**src/rtl/proto_stream_scheduler.sv**
```systemverilog
// rtl/proto_stream_scheduler.sv - round-robin whole-message scheduler feeding one shared protobuf deserializer
// Optional stall timeout on the granted source: define PROTO_SCHED_TIMEOUT_EN.
module proto_stream_scheduler #(
    parameter int NUM_SRC        = 4,
    parameter int MAX_MSG_LEN    = 255,
    parameter int TIMEOUT_CYCLES = 64
) (
    input  logic                       clk_i,
    input  logic                       reset_ni,
    input  logic [NUM_SRC*8-1:0]       src_data_i,
    input  logic [NUM_SRC-1:0]         src_valid_i,
    input  logic [NUM_SRC-1:0]         src_last_i,
    output logic [NUM_SRC-1:0]         src_ready_o,
    output logic [7:0]                 protoStream_o,
    output logic                       protoStream_valid_o,
    output logic                       deser_clr_o,
    output logic [$clog2(NUM_SRC)-1:0] grant_o,
    output logic                       busy_o,
    output logic                       msg_done_o,
    output logic [7:0]                 msg_len_o,
    output logic                       msg_err_o
);

    localparam int GW = $clog2(NUM_SRC);

    localparam logic [1:0] S_IDLE   = 2'd0;
    localparam logic [1:0] S_CLEAR  = 2'd1;
    localparam logic [1:0] S_STREAM = 2'd2;
    localparam logic [1:0] S_DONE   = 2'd3;

    logic [1:0]    state;
    logic [GW-1:0] rr_ptr;
    logic [GW-1:0] pick;
    logic          pick_found;
    logic [7:0]    byte_cnt;
    logic [7:0]    cur_data;
    logic          cur_valid;
    logic          cur_last;
    logic          accept;
    logic          at_limit;

`ifdef PROTO_SCHED_TIMEOUT_EN
    localparam int TW = $clog2(TIMEOUT_CYCLES + 1);
    logic [TW-1:0] stall_cnt;
`endif

    // Walk downward so the lowest offset from rr_ptr is the one that sticks.
    always_comb begin
        int j;
        pick       = rr_ptr;
        pick_found = 1'b0;
        for (int i = NUM_SRC - 1; i >= 0; i--) begin
            j = int'(rr_ptr) + i;
            if (j >= NUM_SRC) begin
                j = j - NUM_SRC;
            end
            if (src_valid_i[j]) begin
                pick       = GW'(j);
                pick_found = 1'b1;
            end
        end
    end

    always_comb begin
        cur_data    = 8'd0;
        cur_valid   = 1'b0;
        cur_last    = 1'b0;
        src_ready_o = '0;
        for (int k = 0; k < NUM_SRC; k++) begin
            if (grant_o == GW'(k)) begin
                cur_data       = src_data_i[k*8 +: 8];
                cur_valid      = src_valid_i[k];
                cur_last       = src_last_i[k];
                src_ready_o[k] = (state == S_STREAM);
            end
        end
    end

    assign accept   = (state == S_STREAM) && cur_valid;
    assign at_limit = (byte_cnt == 8'(MAX_MSG_LEN - 1));
    assign busy_o   = (state != S_IDLE);

    always_ff @(posedge clk_i or negedge reset_ni) begin
        if (!reset_ni) begin
            state               <= S_IDLE;
            rr_ptr              <= '0;
            grant_o             <= '0;
            byte_cnt            <= 8'd0;
            protoStream_o       <= 8'd0;
            protoStream_valid_o <= 1'b0;
            deser_clr_o         <= 1'b0;
            msg_done_o          <= 1'b0;
            msg_len_o           <= 8'd0;
            msg_err_o           <= 1'b0;
`ifdef PROTO_SCHED_TIMEOUT_EN
            stall_cnt           <= '0;
`endif
        end else begin
            deser_clr_o         <= 1'b0;
            protoStream_valid_o <= 1'b0;
            msg_done_o          <= 1'b0;
            msg_len_o           <= 8'd0;
            msg_err_o           <= 1'b0;
            case (state)
                S_IDLE: begin
                    if (pick_found) begin
                        grant_o     <= pick;
                        deser_clr_o <= 1'b1;
                        state       <= S_CLEAR;
                    end
                end
                S_CLEAR: begin
                    byte_cnt <= 8'd0;
`ifdef PROTO_SCHED_TIMEOUT_EN
                    stall_cnt <= '0;
`endif
                    state    <= S_STREAM;
                end
                S_STREAM: begin
                    if (accept) begin
                        protoStream_o       <= cur_data;
                        protoStream_valid_o <= 1'b1;
                        byte_cnt            <= byte_cnt + 8'd1;
`ifdef PROTO_SCHED_TIMEOUT_EN
                        stall_cnt           <= '0;
`endif
                        // Overflow ends the message here; the rest stays queued at the source.
                        if (cur_last || at_limit) begin
                            msg_done_o <= 1'b1;
                            msg_len_o  <= byte_cnt + 8'd1;
                            msg_err_o  <= !cur_last;
                            state      <= S_DONE;
                        end
                    end
`ifdef PROTO_SCHED_TIMEOUT_EN
                    else if (stall_cnt == TW'(TIMEOUT_CYCLES - 1)) begin
                        msg_done_o <= 1'b1;
                        msg_len_o  <= byte_cnt;
                        msg_err_o  <= 1'b1;
                        state      <= S_DONE;
                    end else begin
                        stall_cnt <= stall_cnt + TW'(1);
                    end
`endif
                end
                S_DONE: begin
                    rr_ptr <= (grant_o == GW'(NUM_SRC - 1)) ? '0 : grant_o + GW'(1);
                    state  <= S_IDLE;
                end
                default: state <= S_IDLE;
            endcase
        end
    end

endmodule

```
**config.mk**
```make
export PLATFORM = sky130hd
export DESIGN_NAME = proto_stream_scheduler
export DESIGN_NICKNAME = d
export VERILOG_FILES = /design/src/rtl/proto_stream_scheduler.sv
export SDC_FILE = /design/constraint.sdc
export NUM_CORES = 1
export LEC_CHECK = 0
export BUFFER_PORTS_ARGS = -buffer_cell sky130_fd_sc_hd__buf_4
export CORE_ASPECT_RATIO = 1.75
export CORE_UTILIZATION = 50
export CTS_CLUSTER_DIAMETER = 150
export DETAILED_ROUTE_END_ITERATION = 8
export PLACE_DENSITY = 0.8
export REMOVE_ABC_BUFFERS = 1
export SYNTH_ARGS = -nofsm -noshare
export SYNTH_HDL_FRONTEND = slang
export SYNTH_SLANG_ARGS = --single-unit
```
**constraint.sdc**
```tcl
create_clock -name clk_i -period 3.1 [get_ports clk_i]
set_input_delay 0.155 -clock clk_i [delete_from_list [all_inputs] [get_ports clk_i]]
set_output_delay 0.155 -clock clk_i [all_outputs]
set_load 0.05 [all_outputs]
```
==> qor.csv <==
stage,metric,value,unit
route,firstDrtPassIters,4,
synth,syn_area_per_cell,9.54,sq um
worst_setup_path,endpoint_kind,flop,
cells_and_area,drive_gt1_share,32.7,%
floorplan,row_count,30,
synth,ys_seq_area_share,42.1,%
route,viasPerCell,5.64,
min_path,hold_path.class,in -> reg,
timing,setup_viol,0,
timing,worst_pin_slew,0.723,ns
floorplan,ioPinCount,69,
timing,max_slew_margin,51.8,%
global_route,grt.total_usage,25.0,%
synth,synthCells,212,
timing,finalHoldViolations,0,
placed_design,place_ws,0.622,ns
min_path,worstHoldStart,src_data_i[30],
worst_setup_path,cp_data_arrival_time,2.69,ns
timing,tns,0,ns
synth,synth_area,2020,sq um
clock_network,clk_latency,0.29,ns
placed_design,hpwlAfterDp,3770,um
run_status,status,finished clean,
worst_setup_path,cp-start-kind,flop,
timing,rsz0062_at_grt,no,
clock_network,clock_sinks,34,
synth,synth-async-reset-ratio,100,%
global_route,grt_pass1_vias,1807,
global_route,antenna_found_initial,0,
flow_run,cap_violations,0,
route,drc,0,
route,first_iter_violations,32,
clock_network,htree_levels,2,
synth,yosys.cell_types.count,39,
cells_and_area,syn2layout_area_growth,33.0,%
timing,fin_skew,0.00543,ns
clock_network,root_buffer,clkbuf_8,
floorplan,die_x,50.1,um
timing,slew_violations,0,
floorplan,die-area,4310,sq um
cells_and_area,num-fill-cells,331,
placed_design,routabilityCongestion,0.895,
global_route,grt_pass1_wl,8200,um
pwr,ir_worst_vdd,0.854,mV
pwr,power,0.00265,W
timing,finalWorstSetupSlack,0.578,ns
cells_and_area,nNetsFinal,331,
cells_and_area,num_antenna_cells,0,
route,drtAntennaViolNets,0,
timing,period_needed,2.52,ns
cells_and_area,layout_commonest_cell,buf_4,
worst_setup_path,startpoint,grant_o[0]$_DFFE_PN0P_,
pwr,p_per_area,985,nW/um^2
pwr,leakagePower,1.27,nW
synth,synth-main-ff-cell,dfrtp_1,
cells_and_area,final_cell_mix,"69 x buf_4, 34 x dfrtp_1, 24 x nand2_1",
worst_setup_path,crit_path_max_fanout,24,
clock_network,clk_path_buf_depth,2,
route,num_vias,1857,
route,wire_per_inst,15.5,um
floorplan,coreArea,3870,sq um
timing,finalCritPeriodShare,81.3,%
placed_design,io_buffers,68,
worst_setup_path,reg2reg_from,grant_o[0]$_DFFE_PN0P_,
floorplan,start_util,52.3,%
global_route,grt_max_degree,35,
floorplan,die_h,86.2,um
worst_setup_path,path_class,reg -> reg,
route,wl,5120,um
synth,yosys_warnings,0,
synth,synth_edf_count,0,
timing,fmax,397,MHz
synth,ys_ff_latch,34,
clock_network,clk_pin_slew,0.08,ns
global_route,grt_overflow_total,0,
clock_network,cts_buffers,5,
timing,timing.hold.ws,0.213,ns
clock_network,cts_tree,yes,
worst_setup_path,crit_required,3.27,ns
## per-layer routing
| layer | share of wire [%] | vias to the layer above | GRT usage (%) | wire [um] |
|---|---|---|---|---|
| met2 | 53 | 62 | 44.5 | 2720 |
| met5 | 0 | - | 0 | 0 |
| met4 | 2.0 | 0 | 10.9 | 101 |
| met3 | 4.4 | 10 | 4.26 | 224 |
| li1 | - | 901 | - | - |
| met1 | 41 | 884 | 28.5 | 2070 |
## cell usage after synthesis (7+ instances only)
cell type	number	share of area [%]
a221oi_1	9	3.9
clkbuf_1	9	1.7
dfrtp_1	34	42
ha_1	9	5.6
inv_1	14	2.6
mux2_2	10	5.6
nand2_1	24	4.5
nand3_1	8	2.0
nor2_1	14	2.6
nor2b_1	13	4.0
o21ai_0	7	1.7
o31ai_1	8	3.0
## layout make-up
cell class              instances  area, sq um  share of cell area (%)
clock inverters                 3         45.0                    1.67
flip-flops and latches         34          851                    31.6
inverters                      15         56.3                    2.09
well taps                      48         60.1                    2.23
clock buffers                   5         68.8                    2.56
repair buffers                 70          528                    19.6
multi-input cells             154         1080                    40.2
## path summary, 6_finish.rpt
check,endpoint,slack [ns],cells past startpoint
worst max-delay path,byte_cnt[7]$_DFFE_PN0P_,0.58,6
worst min-delay path,protoStream_o[6]$_DFFE_PN0P_,0.21,4
worst max register to register,byte_cnt[7]$_DFFE_PN0P_,0.58,6
worst min register to register,protoStream_o[6]$_DFFE_PN0P_,0.51,1
max in group asynchronous,protoStream_o[7]$_DFFE_PN0P_,2.44,2
min in group asynchronous,byte_cnt[4]$_DFFE_PN0P_,0.35,2
## metrics by stage
step	utilization (%)	std cells	area, sq um
4_1_cts	69.6	329	2690
6_report	69.6	329	2690
2_1_floorplan	-	203	1990
3_5_place_dp	66.4	320	2570
3_3_place_gp	66.4	320	2570
5_1_grt	69.6	329	2690
## cells by family after synthesis
logic type	Yosys count	share of synthesized area, %
flip-flops	34	42.1
multiplexers	11	6.06
buffers and inverters	24	4.45
AO/OA/AOI/OAI	48	18.7
adder cells (fa/ha/maj)	9	5.57
XOR/XNOR	6	2.60
AND/OR/NAND/NOR	80	20.5
## power by group
part           switching, W  internal, W
sequential        0.0000921     0.000569
combinational       0.00100     0.000578
clock              0.000170     0.000239
total               0.00127      0.00139
## critical path: stages (launching register included)
cell and delay (ns):
dfrtp_1 0.42, inv_1 0.12, ha_1 0.63, nor3b_1 0.48, a211o_1 0.27, nor2_1 0.13
a221o_1 0.33
## what timing repair did
| item | CTS | global route |
|---|---|---|
| buffers inserted | 0 | 0 |
| hold buffers | 1 | 0 |
| hold endpoints to repair | 34 | 0 |
| gates resized for setup | 0 | 0 |
## flip-flops by register name (all words and copies together), names as in the netlist
name                 cells
byte_cnt                 8
msg_len_o                8
protoStream_o            8
grant_o                  2
rr_ptr                   2
state                    2
deser_clr_o              1
msg_done_o               1
msg_err_o                1
protoStream_valid_o      1
No activity file was read; power rests on OpenSTA's default activity.
